### src/rtl/bias_add_17.sv
// bias_add_17: loads N_CH biases per frame, then adds them channel-interleaved to the accumulator stream with saturation.
// Define BIAS_ADD_RELU_EN to clamp negative results to zero after saturation.
module bias_add_17 #(
   parameter int COEFF_W = 16,
   parameter int ACC_W   = 32,
   parameter int N_CH    = 16,
   parameter int N_PIX   = 64
) (
   input  logic               ap_clk,
   input  logic               ap_rst,
   input  logic [COEFF_W-1:0] bias_V_dout,
   input  logic               bias_V_empty_n,
   output logic               bias_V_read,
   input  logic [ACC_W-1:0]   input_V_dout,
   input  logic               input_V_empty_n,
   output logic               input_V_read,
   output logic [ACC_W-1:0]   output_V_din,
   input  logic               output_V_full_n,
   output logic               output_V_write,
   output logic               ap_idle
);
   localparam int CW = N_CH > 1 ? $clog2(N_CH) : 1;
   localparam int PW = N_PIX > 1 ? $clog2(N_PIX) : 1;
   typedef enum logic {LOAD, RUN} state_t;
   state_t state_q, state_d;
   logic [CW-1:0] ld_cnt_q, ld_cnt_d, ch_cnt_q, ch_cnt_d;
   logic [PW-1:0] pix_cnt_q, pix_cnt_d;
   logic out_vld_q, out_vld_d;
   logic [ACC_W-1:0] dout_q, dout_d, sat, res;
   logic [COEFF_W-1:0] bias_reg [N_CH];
   logic [ACC_W:0] sum;
   logic ld_last, ch_last, pix_last;
   assign ld_last  = ld_cnt_q == CW'(N_CH - 1);
   assign ch_last  = ch_cnt_q == CW'(N_CH - 1);
   assign pix_last = pix_cnt_q == PW'(N_PIX - 1);
   assign sum = {input_V_dout[ACC_W-1], input_V_dout} + (ACC_W+1)'($signed(bias_reg[ch_cnt_q]));
   // the two top sum bits disagree exactly when the result overflowed ACC_W
   assign sat = (sum[ACC_W] != sum[ACC_W-1]) ? {sum[ACC_W], {(ACC_W-1){~sum[ACC_W]}}} : sum[ACC_W-1:0];
`ifdef BIAS_ADD_RELU_EN
   assign res = sat[ACC_W-1] ? '0 : sat;
`else
   assign res = sat;
`endif
   always_ff @(posedge ap_clk) begin
      if (ap_rst) begin
         state_q   <= LOAD;
         ld_cnt_q  <= '0;
         ch_cnt_q  <= '0;
         pix_cnt_q <= '0;
         out_vld_q <= 1'b0;
         dout_q    <= '0;
      end else begin
         state_q   <= state_d;
         ld_cnt_q  <= ld_cnt_d;
         ch_cnt_q  <= ch_cnt_d;
         pix_cnt_q <= pix_cnt_d;
         out_vld_q <= out_vld_d;
         dout_q    <= dout_d;
      end
   end
   always_ff @(posedge ap_clk) begin
      if (bias_V_read) bias_reg[ld_cnt_q] <= bias_V_dout;
   end
   always_comb begin
      state_d   = state_q;
      ld_cnt_d  = ld_cnt_q;
      ch_cnt_d  = ch_cnt_q;
      pix_cnt_d = pix_cnt_q;
      if (bias_V_read) begin
         ld_cnt_d = ld_last ? '0 : ld_cnt_q + CW'(1);
         state_d  = ld_last ? RUN : LOAD;
      end
      if (input_V_read) begin
         ch_cnt_d  = ch_last ? '0 : ch_cnt_q + CW'(1);
         pix_cnt_d = !ch_last ? pix_cnt_q : pix_last ? '0 : pix_cnt_q + PW'(1);
         state_d   = (ch_last && pix_last) ? LOAD : RUN;
      end
      out_vld_d = input_V_read | (out_vld_q & ~output_V_full_n);
      dout_d    = input_V_read ? res : dout_q;
   end
   always_comb begin
      bias_V_read    = !ap_rst && state_q == LOAD && bias_V_empty_n;
      input_V_read   = !ap_rst && state_q == RUN && input_V_empty_n && (!out_vld_q || output_V_full_n);
      output_V_write = !ap_rst && out_vld_q && output_V_full_n;
      output_V_din   = dout_q;
      ap_idle        = state_q == LOAD && ld_cnt_q == '0 && !out_vld_q;
   end
endmodule

### config.mk
export PLATFORM = sky130hd
export DESIGN_NAME = bias_add_17
export DESIGN_NICKNAME = d
export VERILOG_FILES = /design/src/rtl/bias_add_17.sv
export SDC_FILE = /design/constraint.sdc
export NUM_CORES = 1
export LEC_CHECK = 0
export CELL_PAD_IN_SITES_DETAIL_PLACEMENT = 1
export CELL_PAD_IN_SITES_GLOBAL_PLACEMENT = 1
export CORE_MARGIN = 8
export CORE_UTILIZATION = 54
export CTS_CLUSTER_SIZE = 28
export DETAILED_ROUTE_END_ITERATION = 12
export GPL_TIMING_DRIVEN = 0
export PLACE_DENSITY = 0.88
export SYNTH_ARGS = -nofsm -noshare
export SYNTH_HDL_FRONTEND = slang
export SYNTH_SLANG_ARGS = --single-unit
### constraint.sdc
create_clock -name ap_clk -period 11.92 [get_ports ap_clk]
set_input_delay 2.384 -clock ap_clk [delete_from_list [all_inputs] [get_ports ap_clk]]
set_output_delay 2.384 -clock ap_clk [all_outputs]
set_load 0.01 [all_outputs]
Word level (Yosys, flattened, before mapping) --
Memory sizes are Yosys's and may differ from the RTL's. A register that Yosys moved wholly into a read port is not among the register bits. Cells that the tools add are included.
Word-level totals: word-level logic and storage cells 48, input port bits 53, RAM bits 256, output and inout port bits 36, memories kept 1, register bits after elaboration 48
Memory list:
- bias_reg | words 16, width 16, rd ports 1, clocked after Yosys merged registers in 1, write ports 1, line 30 | logic [COEFF_W-1:0] bias_reg [N_CH];
Operators by class: muxes and demuxes 12, bitwise operators 5, reduce and logical (&&, ||, !) cells 16, $add $sub $neg 4, eq/ne operators 4
Operators with widths (count):
- 32-bit by 16-bit adder with 33-bit output | 1
- 32-bit 2-to-1 mux | 1
- 4-bit 2-to-1 mux | 4
- 1-bit logical AND | 10
- 4-bit by 1-bit adder with 4-bit output (second input constant) | 2
- 4-bit == test (second input constant) | 2
- 6-bit by 1-bit adder with 6-bit output (second input constant) | 1
- 6-bit == test (second input constant) | 1
- 1-bit 2-to-1 mux | 6
- 6-bit 2-to-1 mux | 1
- 4-bit zero test | 1
- 1-bit NOT | 3
- 1-bit zero test | 2
- 2-bit AND reduction | 1
- 2-bit nonzero test | 1
- 1-bit AND | 1
- 1-bit logical OR | 1
- 1-bit != test | 1
- 1-bit bitwise OR | 1

Depth between registers and ports, before layout --
Gate-level depths: netlist of the first run.
depth after elaboration 6, mapped depth 17, mapped depth without buffers 14

Worst setup path before layout of the first run --
Ideal clock, no wire load.
path type input-to-output, from input port bias_V_empty_n, to output port bias_V_read, cell stages on the path 1, setup slack 6382 ps, required time 9536 ps, arrival time 3154 ps, buffers on the path 0, cell sequence nor3b_1
On the way: longest elaborated chain between the ends 1
RTL lines:
- start: declaration | line 12 | input logic bias_V_empty_n,
- 1-bit logical AND | line 82 | bias_V_read = !ap_rst && state_q == LOAD && bias_V_empty_n;
- end: declaration | line 13 | output logic bias_V_read,
No other way between the ends.

Final worst setup path of the first run --
from input port ap_rst, to output port input_V_read
On the way: longest elaborated chain between the ends 4
RTL lines:
- start: declaration | line 10 | input logic ap_rst,
- 1-bit zero test | line 83 | input_V_read = !ap_rst && state_q == RUN && input_V_empty_n && (!out_vld_q || output_V_full_n);
- 1-bit logical AND (3 in a row) | line 83
- end: declaration | line 16 | output logic input_V_read,
No other way between the ends.

==> results of run 1 <==
## power by group
| group | internal [mW] | switching (mW) |
|---|---|---|
| Clock | 0.630 | 0.423 |
| Sequential | 1.17 | 0.00283 |
| Combinational | 0.101 | 0.138 |
## per-layer routing
layer / vias to the layer above / global-route usage / wire, um
li1: 3691 / - / -
met1: 4320 / 0.3068 / 15090
met2: 422 / 0.4365 / 20030
met3: 101 / 0.04486 / 2706
met4: 0 / 0.1096 / 1595
met5: - / 0 / 0
## layout make-up
cell class              instances  area share
plain buffers                  41     0.01108
clock inverters                22     0.01862
well taps                     330     0.02488
inverters                      20    0.004523
repair buffers                104     0.06980
flip-flops and latches        308      0.5259
multi-input cells             494      0.2978
clock buffers                  34     0.04741
## worst max path at each step
stage,start,to,slack (ps)
final,ap_rst,input_V_read,4960
after CTS,ap_rst,bias_V_read,4970
after floorplan,bias_V_empty_n,bias_V_read,6380
after global routing,ap_rst,output_V_write,4850
after detailed placement,ap_rst,input_V_read,5030
after global placement,ap_rst,bias_V_read,4990
## worst max-delay path: stages
cell	delay [ps]
clkdlybuf4s50_1	580
clkbuf_1	530
buf_1	460
nor2_1	110
clkdlybuf4s50_1	510
## cell families after synthesis
family | Yosys count | synth area share
DFF | 308 | 0.6284
adders and majority gates | 68 | 0.05909
muxes | 83 | 0.1320
xor gates and xnor gates | 36 | 0.02324
and+or+nand+nor | 170 | 0.05792
buffers and inverters | 61 | 0.01864
AOI/OAI and AO/OA | 137 | 0.08080
## through the flow
step | hold slack, ps | cells
2_1_floorplan | 472.2 | 863
3_3_place_gp | 476.8 | 1281
3_5_place_dp | 481.4 | 1297
4_1_cts | 490.0 | 1353
5_1_grt | 507.6 | 1353
6_report | 492.9 | 1353
## cells in the final DEF, fill, tap and decap left out, drive strengths merged, types with 5 or more instances in the layout
cell type and n:
nand3 6, clkinv 11, o211ai 6, xor2 17, nor2 72, nand4 5
inv 20, a21oi 33, clkdlybuf4s50 88, and2 5, mux4 80, dfxtp 52
nor3 11, a211oi 33, a21o 13, maj3 29, edfxtp 256, clkbuf 57
nand2b 12, ha 38, and3 9, bufinv 7, nand2 36, o21ai 20
xnor2 19, buf 34
==> impl_metrics.env, run 1 <==
export IMPL_clk_pin_slew_ps=60
export IMPL_synth_seq_cells=308
export IMPL_overflow=0
export IMPL_rows=58
export IMPL_setup_violations=0
export IMPL_fillCellCount=2207
export IMPL_seq_area_frac_synth=0.6284
export IMPL_slew_headroom=0.1981
export IMPL_grt_first_pass_wirelength_um=58210
export IMPL_p_leak_nw=5.356
export IMPL_area_growth_pct=19.49
export IMPL_clock_fmax_mhz=143.8
export IMPL_min_period_ps=6955
export IMPL_start_util=0.5500
export IMPL_clock_latency_ps=560
export IMPL_timing_final_hold_violations=0
export IMPL_cts_tree="built"
export IMPL_whs_path_depth=2
export IMPL_antenna_found_initial=0
export IMPL_num_io_pins=89
export IMPL_synth_edf_count=256
export IMPL_fp_dieH_um=176.4
export IMPL_syn_nets=955
export IMPL_hpwl_um=25950
export IMPL_dr_pass1_iters=5
export IMPL_finalWirelength_um=39420
export IMPL_drc_errors=0
export IMPL_synthTopCellsByCount="edfxtp_1, mux4_2, nor2_1, dfxtp_1, ha_1"
export IMPL_vias=8534
export IMPL_drv_cap=0
export IMPL_layout_drive_gt1_share=0.2405
export IMPL_grt_pass1_vias=9290
export IMPL_final_util=0.6573
export IMPL_hold_path_class="reg2reg"
export IMPL_place_area_mm2=0.01550
export IMPL_avgViaCountPerCell=6.307
export IMPL_dieWidth_um=176.4
export IMPL_yosysTopAreaCellShare=0.5534
export IMPL_status="finished, final reports clean"
export IMPL_cts_setup_buffers=0
export IMPL_ys_flop_type="edfxtp_1"
export IMPL_hold_buffers=0
export IMPL_core_area_mm2=0.02525
export IMPL_synth_avg_cell_area_um2=16.10
export IMPL_skew_ps=15.15
export IMPL_drv_slew=0
export IMPL_grt_max_degree=18
export IMPL_cp_start_kind="input pin"
export IMPL_power_mw=2.464
export IMPL_peakVddDrop_uv=164.2
export IMPL_h_tree_depth=1
export IMPL_cts_sinks=308
export IMPL_post_route_period_util=0.5835
export IMPL_worst_slack_ps=4965
export IMPL_netlist_top_cells_area="edfxtp_1, mux4_2, dfxtp_1"
export IMPL_min_from="output_V_din[31]$_SDFFE_PP0P_"
export IMPL_track_usage=0.2521
export IMPL_reg2regPathDepth=15
export IMPL_die_area_mm2=0.03111
export IMPL_ant_nets=0
export IMPL_largest_reg_flops=256
export IMPL_crit_path_end_kind="primary output"
export IMPL_multiInputGateArea_mm2=0.004943
export IMPL_syn_area_mm2=0.01389
export IMPL_numPortBuffers=88
export IMPL_cts_root_buf="clkbuf_16"
export IMPL_regArea_mm2=0.008728
export IMPL_dp_slack_ps=5029
export IMPL_design_area_mm2=0.01660
export IMPL_diodes=0
export IMPL_hold_end="output_V_din[31]$_SDFFE_PP0P_"
export IMPL_cts_path_max_buffers=3
export IMPL_cts_resized=0
export IMPL_crit_arrival_ps=4570
export IMPL_synth_area_leader_cell="edfxtp_1"
export IMPL_worstSetupPathType="in2out"
export IMPL_synth_cell_types=71
export IMPL_grt_setup_unrepaired="false"
export IMPL_path_max_fanout=10
export IMPL_synthArstFlopShare=0
export IMPL_rrSetupSlack_ps=6030
export IMPL_worstMarginPinSlew_ps=1203
export IMPL_yosys_warnings=0
export IMPL_gp_congestion=0.8664
export IMPL_reg2reg_to="output_V_din[4]$_SDFFE_PP0P_"
export IMPL_tns_ps=0
export IMPL_drt_iter0_markers=637
export IMPL_cts_buffers_inserted=30
export IMPL_num_nets_final=1091
export IMPL_yosysMostFrequentCell="edfxtp_1"
export IMPL_wire_per_inst_um=29.14
export IMPL_power_density_mw_per_mm2=148.5
export IMPL_syn_inst=863
export IMPL_crit_required_ps=9540
No activity file was read; power rests on OpenSTA's default activity.
==> run 2: changes to the inputs <==
- CORE_UTILIZATION: 54 -> 51
- PLACE_DENSITY: 0.88 -> 0.84
- clock period: 11.92 -> 7.3 ns (I/O delays scaled with it)
==> impl_metrics.env, run 2 (same netlist as run 1, synthesis figures left out) <==
export IMPL_start_util=0.5169
export IMPL_place_area_mm2=0.01554
export IMPL_hold_end="output_V_din[31]$_SDFFE_PP0P_"
export IMPL_reg2reg_to="output_V_din[24]$_SDFFE_PP0P_"
export IMPL_num_io_pins=89
export IMPL_drv_cap=0
export IMPL_dr_pass1_iters=5
export IMPL_diodes=0
export IMPL_wire_per_inst_um=27.48
export IMPL_rrSetupSlack_ps=1240
export IMPL_grt_first_pass_wirelength_um=57570
export IMPL_p_leak_nw=5.360
export IMPL_cts_setup_buffers=0
export IMPL_use_met1=0.2846
export IMPL_drv_slew=0
export IMPL_min_period_ps=6059
export IMPL_finalWirelength_um=37540
export IMPL_clock_latency_ps=570
export IMPL_skew_ps=12.97
export IMPL_drt_iter0_markers=607
export IMPL_path_max_fanout=17
export IMPL_area_growth_pct=19.59
export IMPL_slew_headroom=0.2016
export IMPL_design_area_mm2=0.01661
export IMPL_whs_path_depth=2
export IMPL_clk_pin_slew_ps=60
export IMPL_cts_sinks=308
export IMPL_track_usage=0.2312
export IMPL_num_nets_final=1092
export IMPL_peakVddDrop_uv=264.4
export IMPL_setup_violations=0
export IMPL_drc_errors=0
export IMPL_hpwl_um=26090
export IMPL_cp_start_kind="flip-flop"
export IMPL_dp_slack_ps=1230
export IMPL_placed_cells=1308
export IMPL_ant_nets=0
export IMPL_antenna_found_initial=2
export IMPL_avgViaCountPerCell=6.127
export IMPL_worstSetupPathType="reg2reg"
export IMPL_post_route_period_util=0.8300
export IMPL_final_common_cell="edfxtp_1"
export IMPL_crit_path_end_kind="flip-flop"
export IMPL_overflow=0
export IMPL_cts_tree="built"
export IMPL_die_area_mm2=0.03277
export IMPL_gp_congestion=0.9173
export IMPL_cts_path_max_buffers=3
export IMPL_h_tree_depth=1
export IMPL_grt_setup_unrepaired="false"
export IMPL_core_area_mm2=0.02688
export IMPL_dieWidth_um=181.0
export IMPL_clock_fmax_mhz=165.0
export IMPL_crit_arrival_ps=6470
export IMPL_numPortBuffers=88
export IMPL_finalNonFillerCells=1366
export IMPL_final_cell_mix="edfxtp_1, clkdlybuf4s50_1, mux4_2"
export IMPL_vias=8369
export IMPL_worst_slack_ps=1241
export IMPL_layout_drive_gt1_share=0.2371
export IMPL_final_util=0.6181
export IMPL_use_met3=0.03751
export IMPL_hold_path_class="reg2reg"
export IMPL_timing_final_hold_violations=0
export IMPL_reg2regPathDepth=15
export IMPL_grt_busiest_layer="met2"
export IMPL_crit_required_ps=7710
export IMPL_grt_pass1_vias=9171
export IMPL_hold_buffers=0
export IMPL_status="finished, final reports clean"
export IMPL_rows=60
export IMPL_min_from="output_V_din[31]$_SDFFE_PP0P_"
export IMPL_fp_dieH_um=181.0
export IMPL_grt_util_met2=0.4067
export IMPL_worstMarginPinSlew_ps=1195
export IMPL_grt_max_degree=18
export IMPL_power_density_mw_per_mm2=239.2
export IMPL_cts_root_buf="clkbuf_16"
export IMPL_cts_resized=0
export IMPL_cts_buffers_inserted=31
export IMPL_largest_reg_flops=256
export IMPL_tns_ps=0
-- run 2: changes by cell type in the layout (fill, tap and decap cells not counted) --
cell	before	now
bufinv_16	7	6
inv_6	0	1
inv_16	0	1
inv_8	1	0
buf_8	13	11
clkinvlp_4	4	2
clkinv_1	4	3
clkbuf_1	26	32
clkinv_4	3	0
clkinv_2	4	6
buf_16	3	5
-- run 2: how the worst max path moves through the flow --
stage / startpoint / to
6_report: flip-flop / output_V_din[24]$_SDFFE_PP0P_
5_1_grt: flip-flop / output_V_din[24]$_SDFFE_PP0P_
4_1_cts: flip-flop / output_V_din[24]$_SDFFE_PP0P_
3_5_place_dp: flip-flop / output_V_din[24]$_SDFFE_PP0P_
3_3_place_gp: flip-flop / output_V_din[24]$_SDFFE_PP0P_
2_1_floorplan: flip-flop / output_V_din[16]$_SDFFE_PP0P_
-- run 2: per-layer routing --
layer | up-vias | share of wire
met1 | 4297 | 0.40
met2 | 295 | 0.51
met5 | - | 0.00083
met3 | 87 | 0.051
li1 | 3686 | -
met4 | 4 | 0.036
-- run 2: where the power goes --
| group | switching [mW] | internal [mW] | leakage, nW |
|---|---|---|---|
| clock network | 0.670 | 1.00 | 0.519 |
| registers | 0.00455 | 1.91 | 2.73 |
| logic | 0.222 | 0.165 | 2.12 |
| total | 0.896 | 3.08 | 5.36 |
-- run 2: final cells by class --
cell class | count | area [um2]
Fill cell | 2424 | 10260
Sequential cell | 308 | 8728
Multi-Input combinational cell | 494 | 4943
Timing Repair Buffer | 104 | 1184
Clock buffer | 40 | 809.5
Tap cell | 341 | 426.7
Clock inverter | 18 | 261.5
Buffer | 41 | 183.9
Inverter | 20 | 75.07
-- run 2: worst max-delay path, cell delays in order (launching register included) --
cell,delay (ps)
dfxtp_1,330
clkbuf_1,530
buf_1,910
mux4_2,630
mux4_2,720
ha_1,370
buf_2,180
a21oi_1,210
o21bai_1,140
a221o_1,370
clkinv_1,80
and3_1,190
nor3_1,50
o311ai_0,730
maj3_2,390
a211oi_2,60
-- run 2: through the flow --
step	power (mW)	hold WS, ps
2_1_floorplan	2.205	472.2
3_3_place_gp	2.321	483.9
3_5_place_dp	2.337	480.6
4_1_cts	3.997	488.9
5_1_grt	4.086	523.5
6_report	3.973	482.6
==> run 3: changes to the inputs <==
- clock period: 7.3 -> 6.25 ns (I/O delays scaled with it)
==> impl_metrics.env, run 3 (same netlist as run 1, synthesis figures left out) <==
export IMPL_cts_buffers_inserted=31
export IMPL_rows=60
export IMPL_fillCellCount=2425
export IMPL_grt_first_pass_wirelength_um=57570
export IMPL_die_area_mm2=0.03277
export IMPL_cts_resized=0
export IMPL_power_frac_clock=0.421
export IMPL_holdWs_ps=483.5
export IMPL_min_period_ps=5915
export IMPL_cp_start_kind="flip-flop"
export IMPL_ant_nets=0
export IMPL_intPower_mw=3.594
export IMPL_cts_setup_buffers=0
export IMPL_h_tree_depth=1
export IMPL_grt_pass1_vias=9171
export IMPL_gp_congestion=0.9173
export IMPL_num_nets_final=1092
export IMPL_combPwrFrac=0.097
export IMPL_avgViaCountPerCell=6.152
export IMPL_grt_setup_unrepaired="false"
export IMPL_cts_sinks=308
export IMPL_final_cell_mix="edfxtp_1, clkdlybuf4s50_1, mux4_2"
export IMPL_wire_per_inst_um=27.52
export IMPL_final_util=0.6182
export IMPL_worstSetupPathType="reg2reg"
export IMPL_p_seq_frac=0.482
export IMPL_finalWirelength_um=37590
export IMPL_antenna_found_initial=2
export IMPL_fp_dieH_um=181.0
export IMPL_peakVddDrop_uv=308.1
export IMPL_drv_cap=0
export IMPL_crit_required_ps=6670
export IMPL_vias=8404
export IMPL_tns_ps=0
export IMPL_cts_root_buf="clkbuf_16"
export IMPL_start_util=0.5169
export IMPL_layout_drive_gt1_share=0.2390
export IMPL_cts_path_max_buffers=3
export IMPL_hold_path_class="reg2reg"
export IMPL_dr_pass1_iters=5
export IMPL_largest_reg_flops=256
export IMPL_rrSetupSlack_ps=340
export IMPL_worstMarginPinSlew_ps=1200
export IMPL_diodes=0
export IMPL_track_usage=0.2312
export IMPL_numPortBuffers=88
export IMPL_hold_buffers=0
export IMPL_overflow=0
export IMPL_grt_max_degree=18
export IMPL_p_sw_mw=1.050
export IMPL_clock_latency_ps=570
export IMPL_cts_tree="built"
export IMPL_switching_share=0.2260
export IMPL_status="finished, final reports clean"
export IMPL_drv_slew=0
export IMPL_path_max_fanout=17
export IMPL_timing_final_hold_violations=0
export IMPL_post_route_period_util=0.9464
export IMPL_hpwl_um=26090
export IMPL_clock_fmax_mhz=169.1
export IMPL_crit_path_end_kind="flip-flop"
export IMPL_num_io_pins=89
export IMPL_dieWidth_um=181.0
export IMPL_core_area_mm2=0.02688
export IMPL_power_density_mw_per_mm2=279.5
export IMPL_setup_violations=0
export IMPL_area_growth_pct=19.61
export IMPL_p_leak_nw=5.366
export IMPL_drc_errors=0
export IMPL_clk_pin_slew_ps=60
export IMPL_drt_iter0_markers=688
export IMPL_final_common_cell="edfxtp_1"
export IMPL_crit_arrival_ps=6330
export IMPL_slew_headroom=0.1980
export IMPL_skew_ps=11.97
-- run 3: through the flow --
step / cells / setup WS, ps / total power, mW / area, um2
finish: 1366 / 335.0 / 4.644 / 16610
global route: 1366 / 57.90 / 4.772 / 16610
CTS: 1366 / 157.0 / 4.669 / 16610
detailed placement: 1308 / 180.1 / 2.730 / 15540
global placement: 1292 / 285.1 / 2.711 / 15200
floorplan: 863 / 1478 / 2.575 / 13890
-- run 3: area by class of cell --
cell class	count	area [um2]	share of cell area
plain buffers	41	186.4	0.01122
clock buffers	40	809.5	0.04872
clock inverters	18	261.5	0.01574
inverters	20	75.07	0.004518
multi-input cells	494	4943	0.2975
flip-flops and latches	308	8728	0.5253
well taps	341	426.7	0.02568
repair buffers	104	1184	0.07124
-- run 3: final timing paths --
| kind | startpoint | to | cells after the start |
|---|---|---|---|
| min reg2reg | output_V_din[31]$_SDFFE_PP0P_ | output_V_din[31]$_SDFFE_PP0P_ | 2 |
| max reg2reg | flip-flop | output_V_din[24]$_SDFFE_PP0P_ | 15 |
| max | flip-flop | output_V_din[24]$_SDFFE_PP0P_ | 15 |
| min | output_V_din[31]$_SDFFE_PP0P_ | output_V_din[31]$_SDFFE_PP0P_ | 2 |
-- run 3: metal layers --
layer	track usage	share of wire	vias to the layer above
met4	0.08495	0.037	4
met3	0.03751	0.055	90
met2	0.4067	0.51	332
met1	0.2846	0.40	4292
met5	0	0.00069	-
li1	-	-	3686
-- run 3: power by group through the flow --
stage          logic, mW  clock network (mW)  registers (mW)
2_1_floorplan      0.295                   0            2.28
3_3_place_gp       0.430                   0            2.28
3_5_place_dp       0.448                   0            2.28
4_1_cts            0.454                1.98            2.24
5_1_grt            0.489                2.04            2.24
6_report           0.452                1.95            2.24
-- run 3: critical path: stages, from the launching register on --
cell,delay (ps)
dfxtp_1,330
clkbuf_1,530
buf_1,810
mux4_2,600
mux4_2,700
ha_1,360
buf_2,180
a21oi_1,210
o21bai_1,140
a221o_1,370
clkinv_1,80
and3_1,190
nor3_1,60
o311ai_0,740
maj3_2,390
a211oi_2,60
